$ cat config.mk
export PLATFORM = sky130hd
export DESIGN_NAME = cpu_bus_seq
export DESIGN_NICKNAME = d
export VERILOG_FILES = /design/src/rtl/cpu_bus_seq.sv
export SDC_FILE = /design/constraint.sdc
export NUM_CORES = 1
export LEC_CHECK = 0
export ABC_CLOCK_PERIOD_IN_PS = 4100
export CAP_MARGIN = 20
export CORE_ASPECT_RATIO = 1.4
export CORE_MARGIN = 2
export CORE_UTILIZATION = 40
export DETAILED_ROUTE_END_ITERATION = 8
export PLACE_DENSITY_LB_ADDON = 0.05
export SETUP_SLACK_MARGIN = 0.3
export SYNTH_ARGS = -nofsm -noshare
export SYNTH_HDL_FRONTEND = slang
export SYNTH_SLANG_ARGS = --single-unit
$ cat constraint.sdc
create_clock -name clk -period 4.1 [get_ports clk]
set_clock_uncertainty 0.2 [all_clocks]
set_input_delay 0.41 -clock clk [delete_from_list [all_inputs] [get_ports clk]]
set_output_delay 0.41 -clock clk [all_outputs]
set_load 0.01 [all_outputs]
$ cat src/rtl/cpu_bus_seq.sv
// cpu_bus_seq: M-cycle bus sequencer between the CPU core and the external bus.
// Expands one M-cycle request (internal, read, write, opcode fetch) into the
// T-states T1..T4, drives adr/dout/rd/wr, latches din into mdin and flags mdone.
// Optional feature: define CPU_BUS_SEQ_WAIT_EN to add the ready input, which
// stretches T3 until the external device is ready.
module cpu_bus_seq #(
    parameter int ADR_WIDTH = 16
) (
    input  logic                 clk,
    input  logic                 reset_n,
    input  logic                 mreq,
    input  logic [1:0]           mtype,
    input  logic [ADR_WIDTH-1:0] madr,
    input  logic [7:0]           mdout,
    output logic [7:0]           mdin,
    output logic                 mdone,
    output logic [1:0]           tstate,
    output logic                 idle,
    output logic                 m1,
    output logic [ADR_WIDTH-1:0] adr,
    output logic [7:0]           dout,
    input  logic [7:0]           din,
`ifdef CPU_BUS_SEQ_WAIT_EN
    input  logic                 ready,
`endif
    output logic                 rd,
    output logic                 wr
);

    typedef enum logic [2:0] {
        S_IDLE,
        S_T1,
        S_T2,
        S_T3,
        S_T4
    } state_e;

    typedef enum logic [1:0] {
        MT_INT   = 2'b00,
        MT_RD    = 2'b01,
        MT_WR    = 2'b10,
        MT_FETCH = 2'b11
    } mtype_e;

    state_e                 state_q, state_d;
    mtype_e                 type_q, type_d;
    logic [ADR_WIDTH-1:0]   adr_q, adr_d;
    logic [7:0]             dout_q, dout_d;
    logic [7:0]             mdin_q, mdin_d;
    logic                   rd_q, rd_d;
    logic                   wr_q, wr_d;
    logic                   m1_q, m1_d;
    logic                   mdone_q, mdone_d;
    logic [1:0]             tstate_q, tstate_d;
    logic                   idle_q, idle_d;

    logic                   start;
    logic                   t3_stall;
    logic                   is_rd_next;
    logic                   is_wr_next;

`ifdef CPU_BUS_SEQ_WAIT_EN
    assign t3_stall = ~ready;
`else
    assign t3_stall = 1'b0;
`endif

    // A new M-cycle is accepted only from IDLE or at the end of T4.
    assign start = mreq && ((state_q == S_IDLE) || (state_q == S_T4));

    // State and registered outputs; reset aborts a cycle and drops rd/wr at once.
    always_ff @(posedge clk or negedge reset_n) begin
        if (!reset_n) begin
            // NOTE: every flop here has a defined reset value, including the
            // datapath registers, because adr/dout/mdin are visible outputs.
            state_q  <= S_IDLE;
            type_q   <= MT_INT;
            adr_q    <= '0;
            dout_q   <= '0;
            mdin_q   <= '0;
            rd_q     <= 1'b0;
            wr_q     <= 1'b0;
            m1_q     <= 1'b0;
            mdone_q  <= 1'b0;
            tstate_q <= 2'd0;
            idle_q   <= 1'b1;
        end else begin
            // NOTE: non-blocking assignments so all flops update from the
            // same pre-edge values regardless of statement order.
            state_q  <= state_d;
            type_q   <= type_d;
            adr_q    <= adr_d;
            dout_q   <= dout_d;
            mdin_q   <= mdin_d;
            rd_q     <= rd_d;
            wr_q     <= wr_d;
            m1_q     <= m1_d;
            mdone_q  <= mdone_d;
            tstate_q <= tstate_d;
            idle_q   <= idle_d;
        end
    end

    // Next-state logic: T1..T3 ignore mreq; T3 may stall on ready.
    always_comb begin
        // NOTE: default first so no path leaves state_d unassigned (no latch).
        state_d = state_q;
        unique case (state_q)
            S_IDLE: if (mreq) state_d = S_T1;
            S_T1:   state_d = S_T2;
            S_T2:   state_d = S_T3;
            S_T3:   if (!t3_stall) state_d = S_T4;
            S_T4:   state_d = mreq ? S_T1 : S_IDLE;
            default: state_d = S_IDLE;
        endcase
    end

    // Request capture on entry to T1 and read-data latch on the edge leaving T3.
    always_comb begin
        type_d = type_q;
        adr_d  = adr_q;
        dout_d = dout_q;
        mdin_d = mdin_q;
        if (start) begin
            type_d = mtype_e'(mtype);
            if (mtype_e'(mtype) != MT_INT) adr_d = madr;
            if (mtype_e'(mtype) == MT_WR) dout_d = mdout;
        end
        if ((state_q == S_T3) && !t3_stall &&
            ((type_q == MT_RD) || (type_q == MT_FETCH))) begin
            mdin_d = din;
        end
    end

    assign is_rd_next = (type_d == MT_RD) || (type_d == MT_FETCH);
    assign is_wr_next = (type_d == MT_WR);

    // Output decode from the next state so strobes and status come from flops.
    always_comb begin
        rd_d     = 1'b0;
        wr_d     = 1'b0;
        m1_d     = 1'b0;
        mdone_d  = 1'b0;
        tstate_d = 2'd0;
        idle_d   = 1'b0;
        unique case (state_d)
            S_IDLE: idle_d = 1'b1;
            S_T1: begin
                tstate_d = 2'd0;
                rd_d     = is_rd_next;
                m1_d     = (type_d == MT_FETCH);
            end
            S_T2: begin
                tstate_d = 2'd1;
                rd_d     = is_rd_next;
                wr_d     = is_wr_next;
                m1_d     = (type_d == MT_FETCH);
            end
            S_T3: begin
                tstate_d = 2'd2;
                rd_d     = is_rd_next;
                wr_d     = is_wr_next;
                m1_d     = (type_d == MT_FETCH);
            end
            S_T4: begin
                tstate_d = 2'd3;
                m1_d     = (type_d == MT_FETCH);
                mdone_d  = 1'b1;
            end
            default: idle_d = 1'b1;
        endcase
    end

    assign adr    = adr_q;
    assign dout   = dout_q;
    assign mdin   = mdin_q;
    assign rd     = rd_q;
    assign wr     = wr_q;
    assign m1     = m1_q;
    assign mdone  = mdone_q;
    assign tstate = tstate_q;
    assign idle   = idle_q;

endmodule

==> qor.yml <==
p_int_mw: 1.37
first_pass_iters: 4
clk_latency_ps: 290
grt_pass1_vias: 1214
vdd_drop_max_mv: 0.362
grt_first_pass_wirelength_um: 5480
hold_viol: 0
syn_area_um2: 1730
postCtsSetupRepairBufs: 0
wl_um: 3490
postCtsHoldBufs: 0
start_kind: "input port"
io_buffers: 75
cts_tree: "yes"
yosysTopAreaCell: "dfrtp_1"
ys_ff_latch: 44
synth_top_area_share_pct: 62.1
synth.distinct_cells: 26
vias: 1128
die-height_um: 81.9
p_leak_nw: 1.10
drv_slew: 0
fin_area_um2: 2600
cts.path.max_buffers: 2
synthFlopType: "dfrtp_1"
grtUsageTotal_pct: 15.2
cp_data_arrival_time_ps: 2320
ys_seq_area_share_pct: 63.6
swShare_pct: 29.2
synth_nets: 145
num_antenna_cells: 0
synthArstFlopShare_pct: 100
report.final.setup_viol: 0
worst_slew_pin_slew_ps: 849
critical_path_required_ps: 4070
clkPwrFrac_pct: 13.9
path_clk_slew_ps: 80
nets: 224
syn_inst: 108
p_comb_share_pct: 45.6
die_area_um2: 4880
cpLargestDelayFamily: "compound AO/OA/AOI/OAI gates"
root_buffer: "clkbuf_8"
max-slew-margin-rel_pct: 43.4
start_util_pct: 41.2
p_sw_uw: 564
synth-edff-count: 0
cts_inserted_buffers: 5
coreArea_um2: 4200
finalSetupTns_ps: 0
post_cts_resized: 0
placementRows: 28
via_per_inst: 4.84
grt_overflow: 0
fillers: 331
finalPower_mw: 1.93
ioPinCount: 76
wire_per_inst_um: 15.0
fp.dieW_um: 59.6
crit_fanout: 16
cap_viol_max_count: 0
layout-drive-gt1-share_pct: 22.9
crit_chain: "clkdlybuf4s50_1 -> nor3b_4 -> o21a_1 -> mux2_2"
crit_path_max_incr_delay_ps: 730
fin_crit_ps: 2360
synth_area_per_cell_um2: 16.0
drt_first_iter_violations: 40
syn_to_final_growth_pct: 50.0
h-tree-depth: 2
place_congestion: 0.701
rsz0062_at_grt: "no"
power_frac_seq_pct: 40.5
slowest_stage: "o21a_1"
antenna_found_initial: 0
synth_area_leaders: "dfrtp_1, mux2_2, mux2_4"
grt_start_max_net_pins: 45
end_kind: "flop"
clkSinkCount: 44
dp_hpwl_um: 2540
fmax_mhz: 425
power_per_cell_area_nw_per_um2: 742
drc: 0
yosys_warnings: 0
critical_path_class: "in -> reg"
worst-path-buf-inv: 1
ant_nets: 0
finalCritPeriodShare_pct: 57.5
dpl-instance-area_um2: 2480
status: "finished clean"
min_path_type: "in -> async"
[path summary, 6_finish.rpt]
path | cells after the start | slack (ps) | to | startpoint
setup / recovery | 4 | 1740 | adr[5]$_DFFE_PN0P_ | mreq
hold / removal | 2 | 260 | dout[0]$_DFFE_PN0P_ | reset_n
setup reg to reg | 3 | 1790 | adr[5]$_DFFE_PN0P_ | state_q[0]$_DFF_PN0_
hold reg to reg | 1 | 280 | wr$_DFF_PN0_ | type_q[0]$_DFF_PN0_
max in group asynchronous | 3 | 2970 | idle$_DFF_PN1_ | reset_n
min in group clk | 1 | 280 | wr$_DFF_PN0_ | type_q[0]$_DFF_PN0_
[registers in the layout, indices dropped and copies added (netlist names)]
name and cells:
mdone 1, wr 1, state_q 3, mdin 8, m1 1, type_q 2
rd 1, tstate 2, adr 16, idle 1, dout 8
[cell type report]
type,count,area (um2),share of cell area [%]
Sequential cell,44,1100,42.4
Tap cell,45,56.3,2.17
Clock buffer,8,90.1,3.46
Inverter,1,3.75,0.144
Multi-Input combinational cell,58,572,22.0
Timing Repair Buffer,77,776,29.8
[worst reg2reg max path: cells and delay by family, from the launching register on]
kind | cells | cell delay (ps)
AOI/OAI and AO/OA | 1 | 730
DFF | 1 | 530
muxes | 1 | 420
and+or+nand+nor | 1 | 310
[cells in the mapped netlist (2+ instances only)]
cell type and n:
and2_1 2, buf_6 2, dfrtp_1 43, mux2_2 23, mux2_4 10, nor2_1 4, nor2b_1 4, o21ai_0 2
[power by group through the flow]
stage / sequential, mW / combinational, mW / clock [mW]
CTS: 0.785 / 0.890 / 0.283
global route: 0.814 / 0.946 / 0.302
global placement: 0.782 / 0.863 / 0
floorplan: 0.853 / 0.363 / 0
detailed placement: 0.792 / 0.886 / 0
finish: 0.781 / 0.879 / 0.269
[per-stage QoR]
step | util, % | hold WS, ps | std cells | setup WS (ps)
floorplan | - | -85.6 | 108 | 2370
global placement | 59.0 | 249 | 223 | 1470
detailed placement | 59.0 | 258 | 223 | 1380
CTS | 61.1 | 102 | 231 | 1710
global route | 61.8 | 259 | 233 | 1640
finish | 61.8 | 263 | 233 | 1740
[routing by layer]
layer  GRT usage, %  wire length [um]  up-vias
met3           5.83               261        4
met1           16.2              1300      546
li1               -                 -      529
met4           6.00                27        0
met5              0                 0        -
met2           26.6              1900       49
[cells by family after synthesis]
| group | after synthesis | share of synthesized area (%) |
|---|---|---|
| flops | 44 | 63.6 |
| mux | 33 | 23.6 |
| simple gates | 17 | 6.21 |
| compound gates | 7 | 2.67 |
| buf+inv | 6 | 3.39 |
| xor+xnor | 1 | 0.506 |
[layout by cell type (no fill, tap or decap)]
master           instances
a21boi_0                 1
a21oi_1                  1
a221oi_1                 1
and2_1                   2
and3b_1                  1
buf_12                   1
buf_2                    1
clkbuf_1                 2
clkbuf_8                 6
clkdlybuf4s50_1         74
dfrtp_1                 43
dfstp_2                  1
dlygate4sd3_1            1
inv_1                    1
mux2_2                  23
mux2_4                  10
nand2_1                  1
nand2b_1                 1
nand3_1                  1
nor2_1                   4
nor2b_1                  4
nor3b_4                  1
nor4_1                   1
o21a_1                   1
o21ai_0                  2
o31ai_1                  1
or3_1                    1
xnor2_1                  1
No activity file was read; power rests on OpenSTA's default activity.
